===== src/rtl/timekeeper_pkg.sv =====
// Shared types and constants for the timekeeper real-time clock core.
// Holds the alarm FSM states, the time-of-day struct and field legality helpers.
package timekeeper_pkg;

  localparam int SEC_MAX = 59;
  localparam int MIN_MAX = 59;
  localparam int HRS_MAX = 23;

  typedef enum logic [1:0] {
    ST_IDLE    = 2'd0,
    ST_RINGING = 2'd1,
    ST_SNOOZED = 2'd2
  } alarm_state_t;

  typedef struct packed {
    logic [4:0] hrs;
    logic [5:0] min;
    logic [5:0] sec;
  } tk_time_t;

  function automatic logic time_legal(input logic [4:0] hrs,
                                      input logic [5:0] min,
                                      input logic [5:0] sec);
    return (hrs <= 5'(HRS_MAX)) && (min <= 6'(MIN_MAX)) && (sec <= 6'(SEC_MAX));
  endfunction

  // 24h hour to 12h clock face: 0 and 12 both show as 12.
  function automatic logic [4:0] hrs_12(input logic [4:0] hrs);
    if (hrs == 5'd0)
      return 5'd12;
    else if (hrs > 5'd12)
      return hrs - 5'd12;
    else
      return hrs;
  endfunction

endpackage


===== src/rtl/mod_counter.sv =====
// Modulo-(MAX+1) counter with synchronous load; carry flags the wrap on an
// incrementing cycle so counters can be cascaded within a single edge.
module mod_counter #(
  parameter int MAX = 59,
  parameter int W   = 6
) (
  input  logic         clk,
  input  logic         reset,
  input  logic         inc,
  input  logic         load,
  input  logic [W-1:0] load_val,
  output logic [W-1:0] value,
  output logic         carry
);

  localparam logic [W-1:0] TOP = W'(MAX);

  assign carry = inc && (value == TOP);

  always_ff @(posedge clk or negedge reset) begin
    if (!reset)
      value <= '0;
    else if (load)
      value <= load_val;
    else if (inc)
      value <= carry ? '0 : value + W'(1);
  end

endmodule


===== src/rtl/timekeeper.sv =====
// 24-hour real-time clock with prescaler, synchronous load, 12-hour view and
// an alarm that rings, snoozes and times out after a minute unanswered.
module timekeeper
  import timekeeper_pkg::*;
#(
  parameter int CLK_PER_SEC = 1,
  parameter int SNOOZE_MIN  = 5
) (
  input  logic       clk,
  input  logic       reset,
  input  logic       en,
  input  logic       load,
  input  logic [5:0] load_sec,
  input  logic [5:0] load_min,
  input  logic [4:0] load_hrs,
  input  logic       mode_12h,
  input  logic       alarm_set,
  input  logic [5:0] alarm_min,
  input  logic [4:0] alarm_hrs,
  input  logic       alarm_en,
  input  logic       alarm_ack,
  input  logic       snooze,
  output logic [5:0] count_sec,
  output logic [5:0] count_min,
  output logic [4:0] count_hrs,
  output logic [4:0] disp_hrs,
  output logic       pm,
  output logic       tick_sec,
  output logic       load_err,
  output logic       alarm_ring
);

  localparam int            PW        = (CLK_PER_SEC > 1) ? $clog2(CLK_PER_SEC) : 1;
  localparam logic [PW-1:0] PRE_TC    = PW'(CLK_PER_SEC - 1);
  localparam logic [5:0]    RING_LAST = 6'(SEC_MAX);

  logic [PW-1:0] presc;
  logic          load_ok;
  logic          aset_ok;
  logic          adv;
  logic          sec_carry;
  logic          min_carry;
  logic          hrs_carry;
  logic [5:0]    sec_v;
  logic [5:0]    min_v;
  logic [4:0]    hrs_v;
  tk_time_t      nxt;
  tk_time_t      alarm_q;
  tk_time_t      snz_q;
  tk_time_t      snz_n;
  logic [6:0]    snz_sum;
  logic [4:0]    new_hrs;
  logic [4:0]    h12_q;
  logic          alarm_hit;
  logic          snz_hit;
  logic          snz_set;
  alarm_state_t  state;
  alarm_state_t  state_n;
  logic [5:0]    ring_cnt;
  logic [5:0]    ring_cnt_n;

  assign load_ok = load && time_legal(load_hrs, load_min, load_sec);
  assign aset_ok = alarm_set && time_legal(alarm_hrs, alarm_min, 6'd0);
  // A legal load takes priority over a coincident seconds advance.
  assign adv     = en && (presc == PRE_TC) && !load_ok;

  always_ff @(posedge clk or negedge reset) begin
    if (!reset)
      presc <= '0;
    else if (load_ok)
      presc <= '0;
    else if (en)
      presc <= (presc == PRE_TC) ? '0 : presc + PW'(1);
  end

  mod_counter #(.MAX(SEC_MAX), .W(6)) u_sec (
    .clk      (clk),
    .reset    (reset),
    .inc      (adv),
    .load     (load_ok),
    .load_val (load_sec),
    .value    (sec_v),
    .carry    (sec_carry)
  );

  mod_counter #(.MAX(MIN_MAX), .W(6)) u_min (
    .clk      (clk),
    .reset    (reset),
    .inc      (sec_carry),
    .load     (load_ok),
    .load_val (load_min),
    .value    (min_v),
    .carry    (min_carry)
  );

  mod_counter #(.MAX(HRS_MAX), .W(5)) u_hrs (
    .clk      (clk),
    .reset    (reset),
    .inc      (min_carry),
    .load     (load_ok),
    .load_val (load_hrs),
    .value    (hrs_v),
    .carry    (hrs_carry)
  );

  // Time that becomes visible if this cycle advances; alarm matching looks
  // ahead so alarm_ring rises together with the matching time.
  always_comb begin
    nxt.sec = sec_carry ? 6'd0 : sec_v + 6'd1;
    nxt.min = min_carry ? 6'd0 : (sec_carry ? min_v + 6'd1 : min_v);
    nxt.hrs = hrs_carry ? 5'd0 : (min_carry ? hrs_v + 5'd1 : hrs_v);
  end

  assign alarm_hit = adv && (nxt == alarm_q);
  assign snz_hit   = adv && (nxt == snz_q);

  always_comb begin
    if (load_ok)
      new_hrs = load_hrs;
    else if (adv)
      new_hrs = nxt.hrs;
    else
      new_hrs = hrs_v;
  end

  always_comb begin
    snz_sum   = 7'(min_v) + 7'(SNOOZE_MIN);
    snz_n.sec = 6'd0;
    if (snz_sum > 7'(MIN_MAX)) begin
      snz_n.min = 6'(snz_sum - 7'd60);
      snz_n.hrs = (hrs_v == 5'(HRS_MAX)) ? 5'd0 : hrs_v + 5'd1;
    end else begin
      snz_n.min = snz_sum[5:0];
      snz_n.hrs = hrs_v;
    end
  end

  always_comb begin
    state_n    = state;
    ring_cnt_n = ring_cnt;
    snz_set    = 1'b0;
    case (state)
      ST_IDLE: begin
        if (alarm_en && alarm_hit) begin
          state_n    = ST_RINGING;
          ring_cnt_n = 6'd0;
        end
      end
      ST_RINGING: begin
        if (alarm_ack || !alarm_en) begin
          state_n = ST_IDLE;
        end else if (snooze) begin
          state_n = ST_SNOOZED;
          snz_set = 1'b1;
        end else if (adv) begin
          if (ring_cnt == RING_LAST)
            state_n = ST_IDLE;
          else
            ring_cnt_n = ring_cnt + 6'd1;
        end
      end
      ST_SNOOZED: begin
        if (alarm_ack || !alarm_en || aset_ok) begin
          state_n = ST_IDLE;
        end else if (snz_hit) begin
          state_n    = ST_RINGING;
          ring_cnt_n = 6'd0;
        end
      end
      default: state_n = ST_IDLE;
    endcase
  end

  always_ff @(posedge clk or negedge reset) begin
    if (!reset) begin
      state    <= ST_IDLE;
      ring_cnt <= 6'd0;
    end else begin
      state    <= state_n;
      ring_cnt <= ring_cnt_n;
    end
  end

  // Alarm set wins over a coincident snooze when writing the target.
  always_ff @(posedge clk or negedge reset) begin
    if (!reset) begin
      alarm_q <= '0;
      snz_q   <= '0;
    end else begin
      if (aset_ok)
        alarm_q <= '{hrs: alarm_hrs, min: alarm_min, sec: 6'd0};
      if (aset_ok)
        snz_q <= '0;
      else if (snz_set)
        snz_q <= snz_n;
    end
  end

  always_ff @(posedge clk or negedge reset) begin
    if (!reset) begin
      tick_sec   <= 1'b0;
      load_err   <= 1'b0;
      pm         <= 1'b0;
      h12_q      <= 5'd12;
      alarm_ring <= 1'b0;
    end else begin
      tick_sec   <= adv;
      load_err   <= (load && !load_ok) || (alarm_set && !aset_ok);
      pm         <= (new_hrs >= 5'd12);
      h12_q      <= hrs_12(new_hrs);
      alarm_ring <= (state_n == ST_RINGING);
    end
  end

  assign count_sec = sec_v;
  assign count_min = min_v;
  assign count_hrs = hrs_v;
  // Both hour views are registered; mode_12h only picks between them.
  assign disp_hrs  = mode_12h ? h12_q : hrs_v;

endmodule


===== config.mk =====
export PLATFORM = sky130hd
export DESIGN_NAME = timekeeper
export DESIGN_NICKNAME = d
export VERILOG_FILES = /design/src/rtl/timekeeper_pkg.sv /design/src/rtl/mod_counter.sv /design/src/rtl/timekeeper.sv
export SDC_FILE = /design/constraint.sdc
export NUM_CORES = 1
export LEC_CHECK = 0
export CORE_ASPECT_RATIO = 2
export CORE_MARGIN = 3
export CORE_UTILIZATION = 26
export CTS_CLUSTER_DIAMETER = 30
export DETAILED_ROUTE_END_ITERATION = 8
export SKIP_LAST_GASP = 1
export SLEW_MARGIN = 0
export SYNTH_ARGS = -nofsm -noshare
export SYNTH_HDL_FRONTEND = slang
export SYNTH_SLANG_ARGS = --single-unit

===== constraint.sdc =====
create_clock -name clk -period 8.5 [get_ports clk]
set_input_delay 1.7 -clock clk [delete_from_list [all_inputs] [get_ports clk]]
set_output_delay 1.7 -clock clk [all_outputs]
set_load 0.005 [all_outputs]

==> out/results.txt, run 1 <==
Sink Count: 56
slowest cell on the critical path: clkdlybuf4s50_1
largest net degree at the start of global routing: 57
Yosys warning count: 0
synth top area cells: dfrtp_1 (32%), nor2_1 (4.3%), mux2_2 (4.0%)
Synth Instances: 492
DRT Pass-1 Iters: 5
total number of vias: 3981
Die X: 95.9 microns
number of global-route vias before repair: 3980
Req. time, crit path: 8.67 ns
H-tree Lvls: 2
biggest area consumer among synthesized cells: dfrtp_1
Die H: 186 microns
Critical Path AT: 5.26 ns
antenna cells: 0
most used cell, CP: o31ai_1
Routed WL per cell: 19.4 microns
initial drt markers: 264
Final Critical Period: 5.09 ns
Worst setup EP type: flip-flop
R2R cell count: 9
Post-CTS Repair Setup Buffers: 0
die area: 0.0178 sq mm
worst-path fanout max: 23
Primary FF master, synth: dfrtp_1
Setup-failing EPs final: 0
P&R area growth vs syn: 20.8%
Final period util: 59.9%
Worst path max stage delay: 0.72 ns
final WL: 14200 microns
Max Clock Skew: 0.00548 ns
Post-DP Area: 0.00493 sq mm
Post-Route Utilization: 32.0%
first-pass GRT wire length: 21900 microns
Levels on crit path: 9
Worst-Skew Late Latency: 0.30 ns
count leader, synth: dfrtp_1
Final Hold Vio Count: 0
core box area: 0.0159 sq mm
Post-route DRC: 0
Hold Path Cell Cnt: 1
fin. max-slew vios: 0
Post-CTS Hold Buffers: 0
sequential cell area fraction in the yosys report: 33.4%
unrepaired setup endpoints after global routing: no
GPL Wtd Cong: 1.07
power per cell area: 169 mW/mm^2
maximum VDD drop: 0.0676 mV
dpl hpwl: 10900 microns
top-level port count: 63
crit path cell chain: clkdlybuf4s50_1 > nand3_1 > or2_1 > o31ai_1 > and2_1 > xnor2_1 > or4b_4 > nor4_4 > o31ai_1
EDFF count, synth: 0
worst hold path type: flip-flop to flip-flop
status: completed
kind of cell adding the most delay to the critical path: simple AND/OR/NAND/NOR gates
share of layout cells above drive strength 1: 8.11%
CTS tree: built
unique cell type count in the Yosys netlist: 72
top-area cell type share of the netlist area: 32.1%
Max clock buf depth: 2
vias per cell: 5.45
worst-margin pin slew: 0.912 ns
number of port buffers: 62
Design Area, Final: 0.00508 sq mm
Initial Utilization: 26.5%
Post-synth top cells: dfrtp_1 (54), nor2_1 (48), nand2_1 (36)
gr ovfl total: 0
post-CTS sizing: 0
Synth Cell Area: 0.00421 sq mm
static leakage: 0.00197 uW
Final TNS setup: 0 ns
WP buf/inv: 1
Max Cap Viol: 0
initial antenna violation count: 0
CTS Root Cell: clkbuf_16
Num CTS Buffers: 5
f_max: 0.196 GHz
Critical Path Start Type: primary input
Final nets: 576
Rows: 65
Final ANT Viol Nets: 0
Slew HR: 38.9%
net count after synthesis: 539
hold_ws: 0.547 ns
Async SR Flop Fraction: 100%
WS Path Type: primary input to flip-flop
mean post-synth cell area: 8.55 sq um
Reg clk slew, reported paths: 0.07 ns
GRT Total Usage: 16.2%
Synth Register Bits: 56
[cell usage in the layout, fill, tap and decap left out, types with 3 or more instances in the layout]
cell type	synthesis	final
a211oi_1	10	9
nand4b_1	4	4
o211ai_1	4	4
nand2_1	36	36
nand2b_1	9	9
a2bb2oi_1	5	5
buf_4	2	4
nor3_1	11	10
nand3_1	17	17
xnor2_1	13	13
nor2b_1	5	5
dfrtp_1	54	54
and2_1	5	5
mux2i_1	11	11
and4_1	3	3
clkbuf_16	0	5
a21boi_0	3	3
nand4_1	12	12
nor2_1	48	48
a31oi_1	9	9
or3_1	5	5
mux2_2	15	15
o21ai_0	26	26
ha_1	10	10
and3_1	5	5
xor2_1	12	12
a2111oi_0	5	5
or4_1	4	4
nor4_1	6	6
a21o_1	5	5
a21oi_1	27	27
inv_1	20	20
clkdlybuf4s50_1	0	61
o31ai_1	11	11
[where the power goes]
group	leakage (uW)	total [uW]	internal, uW	switching [uW]
clock	0.0000712	213	118	94.6
combinational	0.00123	287	140	147
sequential	0.000671	357	297	59.7
[per-stage QoR]
stage / setup WS, ns / total power, uW / cells
after global placement: 3.21 / 640 / 723
after detailed placement: 3.21 / 646 / 723
final: 3.41 / 856 / 731
after CTS: 3.51 / 863 / 731
after floorplan: 4.47 / 524 / 492
after global routing: 3.23 / 906 / 731
[final cells by class]
type	instances	area [sq um]
Fill cell	1658	10800
Sequential cell	56	1400
Clock buffer	8	146
Timing Repair Buffer	66	646
Inverter	20	75.1
Multi-Input combinational cell	380	2560
Tap cell	201	251
[logic make-up after synthesis]
| kind of cell | Yosys count | share of synthesized area, % |
|---|---|---|
| buffers and inverters | 56 | 6.07 |
| AO/OA/AOI/OAI | 133 | 21.4 |
| XOR/XNOR | 26 | 5.59 |
| flip-flops | 56 | 33.4 |
| adder cells (fa/ha/maj) | 10 | 2.98 |
| multiplexers | 26 | 6.63 |
| AND/OR/NAND/NOR | 185 | 24.0 |
[per-layer routing]
| layer | up-vias | share of wire, % | track usage, % |
|---|---|---|---|
| li1 | 1882 | - | - |
| met1 | 1921 | 35 | 16.9 |
| met2 | 137 | 55 | 30.2 |
| met3 | 41 | 4.3 | 1.94 |
| met4 | 0 | 5.5 | 9.29 |
| met5 | - | 0 | 0 |
[path summary, 6_finish.rpt]
kind,endpoint,startpoint,slack (ns)
max in group asynchronous,snz_q[12],reset,6.47
min,alarm_q[10],alarm_q[10],0.55
max,ring_cnt[4],en,3.41
min reg2reg,alarm_q[10],alarm_q[10],0.55
min in group asynchronous,load_err,reset,1.54
max reg2reg,ring_cnt[4],u_min.value[0],4.59
[flip-flops by register name, indices dropped and copies added (netlist names)]
name and cells:
tick_sec 1, ring_cnt 6, u_min.value 6, load_err 1, snz_q 11, pm 1, u_hrs.value 5, h12_q 5
u_sec.value 6, alarm_q 11, state 2, alarm_ring 1
Note: power is estimated with default switching activity, not from simulation.
==> run 2, diff against run 1 <==
==> constraint.sdc (replaced) <==
create_clock -name clk -period 5.3 [get_ports clk]
set_input_delay 1.06 -clock clk [delete_from_list [all_inputs] [get_ports clk]]
set_output_delay 1.06 -clock clk [all_outputs]
set_load 0.005 [all_outputs]
==> out/results.txt, run 2 (same netlist as run 1, synthesis figures left out) <==
f_max: 0.227 GHz
Post-route DRC: 0
P&R area growth vs syn: 21.7%
Max Clock Skew: 0.00842 ns
fin. max-slew vios: 0
GPL Wtd Cong: 0.938
worst min-delay path endpoint: snz_q[7]
DRT Pass-1 Iters: 5
flop-to-flop setup slack: 1.55 ns
Post-CTS Repair Setup Buffers: 0
die area: 0.0178 sq mm
gr ovfl total: 0
Critical R2R Capture: ring_cnt[3]
power per cell area: 278 mW/mm^2
number of global-route vias before repair: 4075
Routed WL per cell: 18.9 microns
Final Hold Vio Count: 0
Final Critical Period: 4.40 ns
Post-Route Utilization: 32.3%
Die X: 95.9 microns
Design Area, Final: 0.00512 sq mm
reg-to-reg startpoint: u_sec.value[0]
static leakage: 0.00199 uW
WS Path Type: primary input to flip-flop
post-CTS sizing: 0
Sink Count: 56
antenna cells: 0
unrepaired setup endpoints after global routing: no
Reg clk slew, reported paths: 0.08 ns
worst-margin pin slew: 0.913 ns
Fill cells: 1650
Final period util: 83.1%
core box area: 0.0159 sq mm
commonest non-fill, non-tap cell in the layout: clkdlybuf4s50_1
maximum VDD drop: 0.129 mV
Num CTS Buffers: 5
Worst setup EP type: flip-flop
share of layout cells above drive strength 1: 8.83%
worst-path fanout max: 23
largest registers: alarm_q (11), snz_q (11)
Critical Path AT: 4.58 ns
Critical Path Start Type: primary input
worst hold path type: flip-flop to flip-flop
hold_sp: snz_q[7]
initial drt markers: 277
Die H: 186 microns
Post-CTS Hold Buffers: 0
dpl cells: 725
top-level port count: 63
commonest cells after routing, fill and taps aside: clkdlybuf4s50_1 (61), dfrtp_1 (54), nor2_1 (48)
largest net degree at the start of global routing: 57
status: completed
dpl hpwl: 10800 microns
Initial Utilization: 26.5%
final WL: 13900 microns
CTS tree: built
Max Cap Viol: 0
Rows: 65
initial antenna violation count: 0
total number of vias: 3976
Max clock buf depth: 2
GRT Total Usage: 16.3%
Final ANT Viol Nets: 0
Final nets: 578
CTS Root Cell: clkbuf_16
number of port buffers: 62
Setup-failing EPs final: 0
post-route insts no fill: 733
Final TNS setup: 0 ns
Hold Path Cell Cnt: 2
first-pass GRT wire length: 22300 microns
R2R cell count: 9
H-tree Lvls: 2
Req. time, crit path: 5.47 ns
vias per cell: 5.42
Post-DP Area: 0.00495 sq mm
Slew HR: 39.1%
Worst-Skew Late Latency: 0.30 ns
==> run 2: final cells by class <==
| class | count | area, sq um | area share [%] |
|---|---|---|---|
| Clock buffer | 5 | 125 | 2.44 |
| Clock inverter | 3 | 46.3 | 0.904 |
| Inverter | 20 | 75.1 | 1.47 |
| Multi-Input combinational cell | 380 | 2560 | 49.9 |
| Sequential cell | 56 | 1400 | 27.4 |
| Tap cell | 201 | 251 | 4.91 |
| Timing Repair Buffer | 68 | 661 | 12.9 |
==> run 2: worst max-delay path: stages <==
cell and delay (ns):
clkdlybuf4s50_1 0.73, nand3_1 0.17, or2_1 0.54, o31ai_1 0.52
a21o_1 0.25, o2111a_1 0.22, or4b_4 0.47, nor4_4 0.46
o31ai_1 0.15
==> run 2: layer usage <==
layer | track usage, % | share of wire, % | vias to the layer above
li1 | - | - | 1878
met1 | 17.6 | 36 | 1942
met2 | 29.4 | 54 | 123
met3 | 1.74 | 3.8 | 33
met4 | 10.1 | 6.3 | 0
met5 | 0 | 0 | -
==> run 2: worst max path at each step <==
stage / slack, ns / to / from
global placement: 0.75 / ring_cnt[3] / en
global route: 0.73 / ring_cnt[3] / en
CTS: 0.98 / ring_cnt[3] / en
floorplan: 1.91 / ring_cnt[2] / en
detailed placement: 0.66 / ring_cnt[3] / en
finish: 0.90 / ring_cnt[3] / en
==> run 2: through the flow <==
stage | setup slack [ns] | hold WS [ns] | total power, uW
floorplan | 1.91 | 0.489 | 840
global placement | 0.748 | 0.526 | 1030
finish | 0.897 | 0.545 | 1420
detailed placement | 0.663 | 0.535 | 1040
global route | 0.729 | 0.587 | 1510
CTS | 0.981 | 0.550 | 1430
==> run 2: report_power, final <==
part	total [uW]	switching (uW)	internal (uW)	leakage (uW)
sequential	570	94.2	476	0.000671
combinational	459	234	225	0.00124
clock	393	168	225	0.0000804
total	1420	496	927	0.00199
==> run 3, diff against run 2 <==
==> constraint.sdc (replaced) <==
create_clock -name clk -period 4.5 [get_ports clk]
set_input_delay 0.9 -clock clk [delete_from_list [all_inputs] [get_ports clk]]
set_output_delay 0.9 -clock clk [all_outputs]
set_load 0.005 [all_outputs]
==> out/results.txt, run 3 (same netlist as run 1, synthesis figures left out) <==
Die H: 186 microns
Sink Count: 56
P&R area growth vs syn: 23.4%
Final Hold Vio Count: 0
initial antenna violation count: 0
Final Critical Period: 3.91 ns
Final ANT Viol Nets: 0
maximum VDD drop: 0.131 mV
Fill cells: 1675
f_max: 0.256 GHz
unrepaired setup endpoints after global routing: no
kind of cell adding the most delay to the critical path: simple AND/OR/NAND/NOR gates
hold_ws: 0.559 ns
total number of vias: 4040
static leakage: 0.00204 uW
gr ovfl total: 0
GRT Total Usage: 16.5%
vias per cell: 5.45
power per cell area: 330 mW/mm^2
Critical Path AT: 4.08 ns
Num CTS Buffers: 5
Req. time, crit path: 4.68 ns
Worst path max stage delay: 0.55 ns
dpl hpwl: 11300 microns
share of layout cells above drive strength 1: 10.2%
worst hold path type: flip-flop to flip-flop
largest net degree at the start of global routing: 35
Worst-Skew Late Latency: 0.30 ns
Max Clock Skew: 0.00470 ns
commonest cells after routing, fill and taps aside: clkdlybuf4s50_1 (61), dfrtp_1 (54), nor2_1 (48)
Worst setup EP type: flip-flop
H-tree Lvls: 2
GPL Wtd Cong: 1.02
post-CTS sizing: 0
largest registers: alarm_q (11), snz_q (11)
core box area: 0.0159 sq mm
Post-CTS Hold Buffers: 0
initial drt markers: 287
top-level port count: 63
Final nets: 586
Max clock buf depth: 2
Slew HR: 36.0%
WS Path Type: primary input to flip-flop
crit path cell chain: clkdlybuf4s50_1 > nand3_1 > or2_1 > o31ai_1 > and2_1 > xnor2_1 > or4b_4 > nor4_4 > o21ai_1
die area: 0.0178 sq mm
Setup-failing EPs final: 0
Final TNS setup: 0 ns
number of global-route vias before repair: 4057
CTS Root Cell: clkbuf_16
Rows: 65
WP buf/inv: 1
CTS tree: built
commonest non-fill, non-tap cell in the layout: clkdlybuf4s50_1
status: completed
Initial Utilization: 26.5%
Post-CTS Repair Setup Buffers: 0
Post-route DRC: 0
Die X: 95.9 microns
worst-path fanout max: 23
final WL: 14400 microns
antenna cells: 0
worst-margin pin slew: 0.955 ns
Max Cap Viol: 0
Routed WL per cell: 19.5 microns
Reg clk slew, reported paths: 0.07 ns
Final period util: 86.8%
slowest cell on the critical path: o31ai_1
DRT Pass-1 Iters: 5
first-pass GRT wire length: 22200 microns
number of port buffers: 62
fin. max-slew vios: 0
Critical Path Start Type: primary input
## run 3: path summary, 6_finish.rpt
| path | endpoint | cells past startpoint | from | slack [ns] |
|---|---|---|---|---|
| hold / removal | snz_q[7] | 2 | snz_q[7] | 0.56 |
| hold reg to reg | snz_q[7] | 2 | snz_q[7] | 0.56 |
| max in group asynchronous | u_min.value[3] | 2 | reset | 3.01 |
| setup reg to reg | ring_cnt[0] | 9 | u_sec.value[0] | 0.78 |
| min in group asynchronous | load_err | 1 | reset | 0.67 |
| setup / recovery | ring_cnt[0] | 9 | en | 0.59 |
## run 3: area by class of cell
cell class	instances	area, sq um	share of cell area (%)
Clock buffer	7	153	2.94
Clock inverter	1	30.0	0.579
Inverter	20	75.1	1.45
Multi-Input combinational cell	380	2560	49.3
Sequential cell	56	1400	27.0
Tap cell	201	251	4.85
Timing Repair Buffer	76	721	13.9
## run 3: tightest hold or removal path, stage by stage (launching register included)
cell and delay (ns):
dfrtp_1 0.37, a21oi_1 0.07, nor2_1 0.08
## run 3: routing by layer
layer | vias to the layer above | share of wire, % | GRT usage (%)
li1 | 1906 | - | -
met1 | 1940 | 35 | 17.0
met2 | 148 | 55 | 31.0
met3 | 46 | 4.0 | 1.29
met4 | 0 | 6.4 | 10.7
met5 | - | 0 | 0
## run 3: power by group
group,leakage [uW],internal [uW],switching (uW),total (uW)
sequential,0.000671,561,109,670
clock,0.0000901,294,192,486
combinational,0.00128,271,285,557
## run 3: stage by stage
step	total power, uW	cells	utilization [%]	worst slack (ns)	cell area (sq um)
5_1_grt	1800	741	32.7	0.413	5190
3_3_place_gp	1220	733	31.6	0.297	5010
4_1_cts	1730	741	32.7	0.601	5190
3_5_place_dp	1230	733	31.6	0.270	5010
6_report	1710	741	32.7	0.594	5190
2_1_floorplan	989	492	-	1.27	4210
